## src/rtl/cfg_register_loader_if.sv

```systemverilog
// Configuration bus between the CPU bus decoder and the register loader.
interface cfg_register_loader_if;
   logic       cfg_wr;
   logic [2:0] cfg_addr;
   logic [7:0] cfg_data;
   logic [7:0] cfg_rdata;

   // The bus decoder drives writes and addresses and receives readback.
   modport master (
      output cfg_wr,
      output cfg_addr,
      output cfg_data,
      input  cfg_rdata
   );

   // The register loader receives writes and drives readback.
   modport slave (
      input  cfg_wr,
      input  cfg_addr,
      input  cfg_data,
      output cfg_rdata
   );
endinterface

```

## src/rtl/cfg_register_loader.sv

```systemverilog
// Multicart configuration registers: staged shadow writes, atomic commit,
// lockout until reset, and a fixed-length mapper reset pulse.
module cfg_register_loader #(
   parameter int unsigned RESET_CYCLES = 4,
   parameter int unsigned MAPPER_BITS  = 5
) (
   input  logic                   m2,
   input  logic                   reset,
   cfg_register_loader_if.slave   bus,
   output logic [12:0]            cpu_base,
   output logic [6:0]             prg_mask,
   output logic [4:0]             chr_mask,
   output logic [MAPPER_BITS-1:0] mapper,
   output logic                   sram_enabled,
   output logic                   map_rom_on_6000,
   output logic                   prg_write_enabled,
   output logic                   chr_write_enabled,
   output logic                   four_screen,
   output logic [1:0]             sram_page,
   output logic                   locked,
   output logic                   mapper_reset,
   output logic                   busy
);
   localparam int unsigned CNT_W     = $clog2(RESET_CYCLES + 1);
   localparam logic [6:0]  PRG_RST   = 7'b1111000;
   // R5 layout: [6] four_screen [5] chr_we [4] prg_we [3] rom_6000 [2:1] page [0] sram_en
   localparam logic [6:0]  FLAGS_RST = 7'b0100000;

   logic [7:0]             r_sh_base_hi;
   logic [4:0]             r_sh_base_lo;
   logic [6:0]             r_sh_prg;
   logic [4:0]             r_sh_chr;
   logic [MAPPER_BITS-1:0] r_sh_map;
   logic [6:0]             r_sh_flags;

   logic [12:0]            r_act_base;
   logic [6:0]             r_act_prg;
   logic [4:0]             r_act_chr;
   logic [MAPPER_BITS-1:0] r_act_map;
   logic [6:0]             r_act_flags;
   logic                   r_locked;
   logic [CNT_W-1:0]       r_cnt;
   logic [7:0]             r_rdata;

   logic                   w_wr_ok;
   logic                   w_commit;
   logic [7:0]             w_rdata;

   assign w_wr_ok  = bus.cfg_wr & ~r_locked;
   assign w_commit = w_wr_ok & (bus.cfg_addr == 3'd7) & bus.cfg_data[0];

   // Readback mux of the shadow register selected by cfg_addr; R6/R7 read 0.
   always_comb begin
      w_rdata = '0;
      case (bus.cfg_addr)
         3'd0:    w_rdata = r_sh_base_hi;
         3'd1:    w_rdata = {3'b000, r_sh_base_lo};
         3'd2:    w_rdata = {1'b0, r_sh_prg};
         3'd3:    w_rdata = {3'b000, r_sh_chr};
         3'd4:    w_rdata = 8'(r_sh_map);
         3'd5:    w_rdata = {1'b0, r_sh_flags};
         default: w_rdata = '0;
      endcase
   end

   // Shadow register writes, blocked while locked.
   always_ff @(posedge m2) begin
      if (reset) begin
         r_sh_base_hi <= '0;
         r_sh_base_lo <= '0;
         r_sh_prg     <= PRG_RST;
         r_sh_chr     <= '0;
         r_sh_map     <= '0;
         r_sh_flags   <= FLAGS_RST;
      end else if (w_wr_ok) begin
         case (bus.cfg_addr)
            3'd0:    r_sh_base_hi <= bus.cfg_data;
            3'd1:    r_sh_base_lo <= bus.cfg_data[4:0];
            3'd2:    r_sh_prg     <= bus.cfg_data[6:0];
            3'd3:    r_sh_chr     <= bus.cfg_data[4:0];
            3'd4:    r_sh_map     <= MAPPER_BITS'(bus.cfg_data);
            3'd5:    r_sh_flags   <= bus.cfg_data[6:0];
            default: ;
         endcase
      end
   end

   // Atomic commit of all shadow values to the active set, with optional lockout.
   always_ff @(posedge m2) begin
      if (reset) begin
         r_act_base  <= '0;
         r_act_prg   <= PRG_RST;
         r_act_chr   <= '0;
         r_act_map   <= '0;
         r_act_flags <= FLAGS_RST;
         r_locked    <= 1'b0;
      end else if (w_commit) begin
         r_act_base  <= {r_sh_base_hi, r_sh_base_lo};
         r_act_prg   <= r_sh_prg;
         r_act_chr   <= r_sh_chr;
         r_act_map   <= r_sh_map;
         r_act_flags <= r_sh_flags;
         r_locked    <= bus.cfg_data[7];
      end
   end

   // Mapper reset counter: reloads on reset or commit, counts down to 0 and holds.
   always_ff @(posedge m2) begin
      if (reset || w_commit) begin
         r_cnt <= CNT_W'(RESET_CYCLES);
      end else if (r_cnt != '0) begin
         r_cnt <= r_cnt - CNT_W'(1);
      end
   end

   // One-cycle-latency readback; a same-cycle write shows up a cycle later.
   always_ff @(posedge m2) begin
      if (reset) begin
         r_rdata <= '0;
      end else begin
         r_rdata <= w_rdata;
      end
   end

   assign bus.cfg_rdata     = r_rdata;
   assign cpu_base          = r_act_base;
   assign prg_mask          = r_act_prg;
   assign chr_mask          = r_act_chr;
   assign mapper            = r_act_map;
   assign sram_enabled      = r_act_flags[0];
   assign sram_page         = r_act_flags[2:1];
   assign map_rom_on_6000   = r_act_flags[3];
   assign prg_write_enabled = r_act_flags[4];
   assign chr_write_enabled = r_act_flags[5];
   assign four_screen       = r_act_flags[6];
   assign locked            = r_locked;
   assign busy              = (r_cnt != '0);
   assign mapper_reset      = busy | reset;
endmodule

```

## src/flat_wrapper.sv

```systemverilog
// flat-port wrapper written by rule: the top's interface ports become plain ports
module cfg_register_loader_flat 
#(
   parameter int unsigned RESET_CYCLES = 4,
   parameter int unsigned MAPPER_BITS  = 5
)
  (m2, reset, cpu_base, prg_mask, chr_mask, mapper, sram_enabled, map_rom_on_6000, prg_write_enabled, chr_write_enabled, four_screen, sram_page, locked, mapper_reset, busy, bus_cfg_wr, bus_cfg_addr, bus_cfg_data, bus_cfg_rdata);
  cfg_register_loader_if bus_i ();
  input  logic m2;
  input  logic reset;
  output logic [12:0] cpu_base;
  output logic [6:0] prg_mask;
  output logic [4:0] chr_mask;
  output logic [MAPPER_BITS-1:0] mapper;
  output logic sram_enabled;
  output logic map_rom_on_6000;
  output logic prg_write_enabled;
  output logic chr_write_enabled;
  output logic four_screen;
  output logic [1:0] sram_page;
  output logic locked;
  output logic mapper_reset;
  output logic busy;
  input wire logic [$bits(bus_i.cfg_wr)-1:0] bus_cfg_wr;
  input wire logic [$bits(bus_i.cfg_addr)-1:0] bus_cfg_addr;
  input wire logic [$bits(bus_i.cfg_data)-1:0] bus_cfg_data;
  output wire logic [$bits(bus_i.cfg_rdata)-1:0] bus_cfg_rdata;
  assign bus_i.cfg_wr = bus_cfg_wr;
  assign bus_i.cfg_addr = bus_cfg_addr;
  assign bus_i.cfg_data = bus_cfg_data;
  assign bus_cfg_rdata = bus_i.cfg_rdata;
  cfg_register_loader #(.RESET_CYCLES(RESET_CYCLES), .MAPPER_BITS(MAPPER_BITS)) u_core (.m2(m2), .reset(reset), .bus(bus_i), .cpu_base(cpu_base), .prg_mask(prg_mask), .chr_mask(chr_mask), .mapper(mapper), .sram_enabled(sram_enabled), .map_rom_on_6000(map_rom_on_6000), .prg_write_enabled(prg_write_enabled), .chr_write_enabled(chr_write_enabled), .four_screen(four_screen), .sram_page(sram_page), .locked(locked), .mapper_reset(mapper_reset), .busy(busy));
endmodule
```

## config.mk

```make
export PLATFORM = sky130hd
export DESIGN_NAME = cfg_register_loader_flat
export DESIGN_NICKNAME = d
export VERILOG_FILES = /design/src/rtl/cfg_register_loader_if.sv /design/src/rtl/cfg_register_loader.sv /design/src/flat_wrapper.sv
export SDC_FILE = /design/constraint.sdc
export NUM_CORES = 1
export LEC_CHECK = 0
export BUFFER_PORTS_ARGS = -buffer_cell sky130_fd_sc_hd__buf_2
export CORE_UTILIZATION = 38
export DETAILED_ROUTE_END_ITERATION = 10
export PLACE_DENSITY_LB_ADDON = 0.08
export SLEW_MARGIN = 20
export SYNTH_ARGS = -nofsm -noshare
export SYNTH_HDL_FRONTEND = slang
export SYNTH_SLANG_ARGS = --single-unit
```

## constraint.sdc

```tcl
create_clock -name m2 -period 3.42 [get_ports m2]
set_input_delay 0.684 -clock m2 [delete_from_list [all_inputs] [get_ports m2]]
set_output_delay 0.684 -clock m2 [all_outputs]
set_load 0.005 [all_outputs]
```

==> results of run 1 <==
==> logic make-up after synthesis <==
logic type | count (synthesis) | share of synthesized area
AOI/OAI and AO/OA | 78 | 0.118
muxes | 59 | 0.165
buffers and inverters | 30 | 0.0363
xor gates and xnor gates | 1 | 0.00244
DFF | 86 | 0.480
adders and majority gates | 2 | 0.00698
and+or+nand+nor | 115 | 0.191
==> worst max-delay path by stage <==
stage / from / end / cells after the start
2_1_floorplan: reset / mapper_reset / 3
3_3_place_gp: bus_cfg_addr[0] / u_core.prg_mask[6] / 5
3_5_place_dp: bus_cfg_addr[0] / u_core.prg_mask[1] / 5
4_1_cts: bus_cfg_addr[0] / u_core.prg_mask[1] / 5
5_1_grt: bus_cfg_addr[0] / u_core.cpu_base[8] / 5
6_report: bus_cfg_addr[0] / u_core.prg_mask[6] / 5
==> registers in the layout, indices dropped and copies added (netlist names) <==
| register | count |
|---|---|
| u_core.r_sh_flags | 7 |
| u_core.r_sh_map | 5 |
| u_core.r_act_flags | 7 |
| u_core.bus.cfg_rdata | 8 |
| u_core.r_sh_base_lo | 5 |
| u_core.mapper | 5 |
| u_core.r_sh_chr | 5 |
| u_core.chr_mask | 5 |
| u_core.locked | 1 |
| u_core.r_sh_base_hi | 8 |
| u_core.prg_mask | 7 |
| u_core.cpu_base | 13 |
| u_core.r_cnt | 3 |
| u_core.r_sh_prg | 7 |
==> synth_stat cells (2+ instances only) <==
cell type and number:
o21ai_0 69, mux2_2 2, or3b_1 2, clkbuf_1 22, nor2b_1 34, buf_6 2, buf_2 2, inv_1 3
nand2b_1 42, a32oi_1 2, ha_1 2, o22a_1 5, nand2_1 2, nor2_1 21, nor2_2 2, mux2i_1 57
dfxtp_1 86, or2_2 2
==> layout make-up <==
cell class,count,area share
Clock buffer,10,0.0307
Clock inverter,4,0.0120
Inverter,3,0.00271
Multi-Input combinational cell,255,0.417
Sequential cell,86,0.414
Tap cell,111,0.0334
Timing Repair Buffer,70,0.0897
==> cell usage in the layout, fill, tap and decap left out, types with 2 or more instances in the layout <==
cell / n
a32oi_1: 2
buf_2: 61
buf_4: 9
clkbuf_8: 9
clkinvlp_4: 2
dfxtp_1: 86
ha_1: 2
inv_1: 3
mux2_2: 2
mux2i_1: 57
nand2_1: 2
nand2b_1: 42
nor2_1: 21
nor2_2: 2
nor2b_1: 34
o21ai_0: 69
o22a_1: 5
or2_2: 2
or3b_1: 2
==> critical path: stages <==
cell and delay [ns]:
buf_2 0.50, nand3_1 0.25, buf_4 0.24, or2_2 0.54, mux2i_1 0.20
==> power by group <==
part	total [mW]	switching, mW	internal (mW)
registers	1.04	0.0146	1.03
clock network	0.685	0.356	0.329
logic	0.183	0.105	0.0785
total	1.91	0.475	1.44
==> layer usage <==
metal	GRT usage	up-vias	routed length, um
li1	-	1379	-
met1	0.277	1265	4380
met2	0.273	69	3870
met3	0.0330	13	312
met4	0.0837	0	164
met5	0	-	0
==> summary.md, run 1 <==
| Metric | Value |
|---|---|
| Final worst slack | `1.20 ns` |
| Final Setup Violations | `0` |
| Vias per inst | `5.06` |
| Max VDD drop | `0.235 mV` |
| Crit path kind | `input pin to flip-flop` |
| Outcome | `finished, violations left` |
| ANT cells | `0` |
| Area growth syn-to-layout | `15.9%` |
| Mean area per synthesized cell | `9.66 sq um` |
| # H-tree levels | `3` |
| GRT Overall Usage | `0.189` |
| Design Power | `1.91 mW` |
| Die height | `99.1 um` |
| Total Nets Final | `441` |
| Mapped Cells | `371` |
| Filler cell count | `940` |
| Startpoint types | `input pin` |
| Yosys cell types | `32` |
| Final Hold Violating Endpoints | `0` |
| CTS Sinks | `86` |
| Asr flop ratio synth | `0` |
| Vias in the first global route | `2,625` |
| Clock skew | `0.00608 ns` |
| Initial Util | `0.390` |
| Slew @ Worst Pin | `0.647 ns` |
| Clock-pin transition on the worst setup and hold timing paths | `0.09 ns` |
| Failing checks | `DRC` |
| Footprint of the multi-input gates | `0.00173 sq mm` |
| Pwr dens | `460 mW/mm^2` |
| Number of hold buffers added after CTS | `0` |
| Dpl hpwl | `5980 um` |
| Clock Latency Late Sink | `0.35 ns` |
| Post-layout util | `0.452` |
| Largest area contributor in the netlist | `dfxtp_1` |
| 1st-pass router iterations | `7` |
| Slew margin rel. | `0.566` |
| Top cells by area, synth | `dfxtp_1, mux2i_1, o21ai_0, nand2b_1, nor2b_1` |
| Max-slew violations | `0` |
| Detail Route Antenna Nets | `0` |
| # placed instances | `525` |
| Clock buffer count from CTS | `9` |
| Placer Congestion | `0.732` |
| First DRT Iteration DRCs | `122` |
| Hold depth | `1` |
| TritonCTS clock tree | `yes` |
| Die width | `99.1 um` |
| I/O Pins | `62` |
| Clock Path Buffers | `2` |
| Seq/Total Area, Yosys | `0.480` |
| Final TNS setup | `0 ns` |
| DP Area | `0.00398 sq mm` |
| Final std cells w/o fill | `539` |
| Max Fclk | `450 MHz` |
| WHS | `0.496 ns` |
| Row count | `35` |
| Root Driver | `clkbuf_8` |
| Synth Warn # | `0` |
| FF-to-FF path depth | `3` |
| # port buffers | `61` |
| Critical path fanouts, max | `34` |
| Worst setup EP type | `flip-flop` |
| Vias | `2,726` |
| Pre-CTS setup slack | `0.801 ns` |
| Leak Pwr | `1.68 nW` |
| Post-synth EDFFs | `0` |
| Hold endpoint | `u_core.bus.cfg_rdata[7]` |
| CP required | `3.64 ns` |
| Final wirelength | `8730 um` |
| Ys flop type | `dfxtp_1` |
| Reg area | `0.00172 sq mm` |
| Antenna violations before repair | `0` |
| #FFs+latches synth | `86` |
| Synth Cell Area | `0.00358 sq mm` |
| CTS resizes | `0` |
| RR Startpoint | `u_core.locked` |
| Tightest Hold Check Type | `flip-flop to flip-flop` |
| Hold Startpoint | `u_core.r_sh_base_hi[7]` |
| Syn nets | `387` |
| RSZ-0062 raised after global routing | `no` |
| Min Tclk post-route | `2.22 ns` |
| Max Cap Viol | `0` |
| Reg2reg end | `u_core.r_sh_prg[5]` |
| Crit path DAT | `2.44 ns` |
| Die Footprint | `0.00983 sq mm` |
| Core area | `0.00920 sq mm` |
| Layout cells sized above 1 | `0.215` |
| DRC viols | `2` |
| R2R Setup Slk | `1.60 ns` |
| First-pass GRT wire length | `14,100 um` |
| Post-CTS Setup Bufs | `0` |
| Grt ovf | `0` |
| Pin count of the biggest net entering global routing | `37` |
| Finished Cell Area | `0.00416 sq mm` |
| Tcrit/Tclk final | `0.649` |
| Yosys top cell area share | `0.480` |
| DR WL/cell | `16.2 um` |
Power figures use the tool's default switching activity.
==> run 2: changes to the inputs <==
- clock period: 3.42 -> 2.01 ns (I/O delays scaled with it)
==> summary.md, run 2 (synthesized netlist as in run 1, its figures left out) <==
| Metric | Value |
|---|---|
| # placed instances | `532 (was 525)` |
| Worst setup EP type | `output pin (was flip-flop)` |
| Antenna violations before repair | `0 (unchanged)` |
| Most frequent cells in the layout | `dfxtp_1, o21ai_0, buf_2 (unchanged)` |
| Post-CTS Setup Bufs | `0 (unchanged)` |
| Final Hold Violating Endpoints | `0 (unchanged)` |
| First-pass GRT wire length | `14,000 um (was 14,100 um)` |
| Crit-path cells | `inv_1, ha_1, nand2b_1, or2_2, buf_2 (was buf_2, nand3_1, buf_4, or2_2, mux2i_1)` |
| Max-slew violations | `0 (unchanged)` |
| RSZ-0062 raised after global routing | `no (unchanged)` |
| GR peak layer | `met2 (was met1)` |
| Clock Latency Late Sink | `0.35 ns (about the same)` |
| Finished Cell Area | `0.00427 sq mm (was 0.00416 sq mm)` |
| Die height | `99.1 um (unchanged)` |
| Final TNS setup | `0 ns (unchanged)` |
| Critical Path Sink | `mapper_reset (was u_core.prg_mask[6])` |
| Pwr dens | `814 mW/mm^2 (was 460 mW/mm^2)` |
| # H-tree levels | `3 (unchanged)` |
| DR WL/cell | `16.1 um (was 16.2 um)` |
| Die width | `99.1 um (unchanged)` |
| Largest stage delay on the critical path | `0.33 ns (was 0.54 ns)` |
| Root Driver | `clkbuf_8 (unchanged)` |
| Outcome | `completed (was finished, violations left)` |
| Min Tclk post-route | `1.87 ns` |
| Layout cells sized above 1 | `0.229 (was 0.215)` |
| Slew margin rel. | `0.580 (was 0.566)` |
| Vias in the first global route | `2,535 (was 2,625)` |
| Grt ovf | `0 (unchanged)` |
| R2R Setup Slk | `0.39 ns (was 1.60 ns)` |
| Number of hold buffers added after CTS | `0 (unchanged)` |
| Final wirelength | `8830 um (was 8730 um)` |
| ANT cells | `0 (unchanged)` |
| Met2 Usage GRT | `0.285 (was 0.273)` |
| Pin count of the biggest net entering global routing | `35 (was 37)` |
| Reg2reg end | `u_core.r_sh_prg[2] (was u_core.r_sh_prg[5])` |
| I/O Pins | `62 (unchanged)` |
| Total Nets Final | `448 (was 441)` |
| CP required | `1.61 ns (was 3.64 ns)` |
| Clock buffer count from CTS | `9 (unchanged)` |
| Grt met1 use | `0.270 (was 0.277)` |
| Area growth syn-to-layout | `19.0% (was 15.9%)` |
| DRC viols | `0 (was 2)` |
| Filler cell count | `950 (was 940)` |
| Buf/Inv on CP | `2 (unchanged)` |
| Dpl hpwl | `6260 um (was 5980 um)` |
| Detail Route Antenna Nets | `0 (unchanged)` |
| Max Fclk | `535 MHz` |
| Crit path from | `u_core.r_cnt[0] (was bus_cfg_addr[0])` |
| First DRT Iteration DRCs | `164 (was 122)` |
| Final std cells w/o fill | `547 (was 539)` |
| DP Area | `0.00404 sq mm (was 0.00398 sq mm)` |
| Post-layout util | `0.464 (was 0.452)` |
| Tcrit/Tclk final | `0.930` |
| Vias | `2,710 (was 2,726)` |
| Max Cap Viol | `0 (unchanged)` |
| Initial Util | `0.390 (unchanged)` |
| Final worst slack | `0.142 ns (was 1.20 ns)` |
| Vias per inst | `4.95 (was 5.06)` |
| Max VDD drop | `0.410 mV (was 0.235 mV)` |
| FF-to-FF path depth | `3 (unchanged)` |
| Max reg flops | `13 (unchanged)` |
| Final Setup Violations | `0 (unchanged)` |
| Met3 Use GR | `0.0309 (was 0.0330)` |
| Startpoint types | `flip-flop (was input pin)` |
| Tightest Hold Check Type | `input pin to flip-flop (was flip-flop to flip-flop)` |
| GRT Overall Usage | `0.187 (was 0.189)` |
| Cell depth of the worst setup path | `5 (unchanged)` |
| Row count | `35 (unchanged)` |
| Placer Congestion | `0.789 (was 0.732)` |
| Clock skew | `0.00844 ns (was 0.00608 ns)` |
| Delay-heaviest family, CP | `simple AND/OR/NAND/NOR gates (unchanged)` |
| # port buffers | `61 (unchanged)` |
| Core area | `0.00920 sq mm (unchanged)` |
| CTS resizes | `0 (unchanged)` |
| Slowest CP cell | `dfxtp_1 (was or2_2)` |
| Design Power | `3.47 mW (was 1.91 mW)` |
| Crit path kind | `flip-flop to output pin (was input pin to flip-flop)` |
| Crit path DAT | `1.47 ns (was 2.44 ns)` |
| 1st-pass router iterations | `4 (was 7)` |
| TritonCTS clock tree | `yes (unchanged)` |
| Leak Pwr | `1.74 nW (was 1.68 nW)` |
| WHS | `0.321 ns (was 0.496 ns)` |
| CTS Sinks | `86 (unchanged)` |
| Critical path fanouts, max | `5 (was 34)` |
| Clock Path Buffers | `2 (unchanged)` |
| Pre-CTS setup slack | `0.179 ns (was 0.801 ns)` |
| RR Startpoint | `u_core.locked (unchanged)` |
| Commonest non-fill, non-tap cell in the layout | `dfxtp_1 (unchanged)` |
| Die Footprint | `0.00983 sq mm (unchanged)` |
| Clock-pin transition on the worst setup and hold timing paths | `0.09 ns (about the same)` |
| Slew @ Worst Pin | `0.628 ns (was 0.647 ns)` |
## run 2: cell count changes in the layout (fill, tap and decap cells not counted), sizes merged
cell,before,now
buf,70,77
clkbuf,10,12
clkinvlp,2,1
bufinv,1,2
clkinv,1,0
## run 2: worst min path at each step
stage                           startpoint                       to  slack, ns  cells past startpoint
floorplan           u_core.r_sh_base_hi[7]  u_core.bus.cfg_rdata[7]       0.45                      1
global placement    u_core.r_sh_base_hi[7]   u_core.r_sh_base_hi[7]       0.49                      2
detailed placement  u_core.r_sh_base_hi[4]   u_core.r_sh_base_hi[4]       0.49                      2
CTS                        bus_cfg_data[3]       u_core.r_sh_prg[3]       0.32                      3
global route               bus_cfg_data[3]       u_core.r_sh_prg[3]       0.35                      3
finish                     bus_cfg_data[3]       u_core.r_sh_prg[3]       0.32                      3
## run 2: final cells by class
cell class / instances / area (sq um) / share of cell area
Multi-Input combinational cell: 255 / 1730 / 0.406
Clock buffer: 12 / 155 / 0.0364
Inverter: 3 / 11.3 / 0.00264
Clock inverter: 3 / 67.6 / 0.0158
Timing Repair Buffer: 77 / 438 / 0.103
Tap cell: 111 / 139 / 0.0326
Sequential cell: 86 / 1720 / 0.404
## run 2: tightest hold or removal path, cell delays in order
cell	delay [ns]
buf_2	0.09
nor2_1	0.04
mux2i_1	0.10
## run 2: report_power, final
| group | switching (mW) | internal [mW] | leakage, nW | total (mW) |
|---|---|---|---|---|
| logic | 0.183 | 0.144 | 0.934 | 0.327 |
| clock network | 0.608 | 0.763 | 0.109 | 1.37 |
| registers | 0.0248 | 1.75 | 0.696 | 1.77 |
| total | 0.816 | 2.66 | 1.74 | 3.47 |
## run 2: layer usage
layer / part of all wire / wire length, um / vias up
met4: 0.012 / 109 / 0
met3: 0.040 / 350 / 9
met5: 0 / 0 / -
li1: - / - / 1387
met1: 0.52 / 4560 / 1254
met2: 0.43 / 3820 / 60
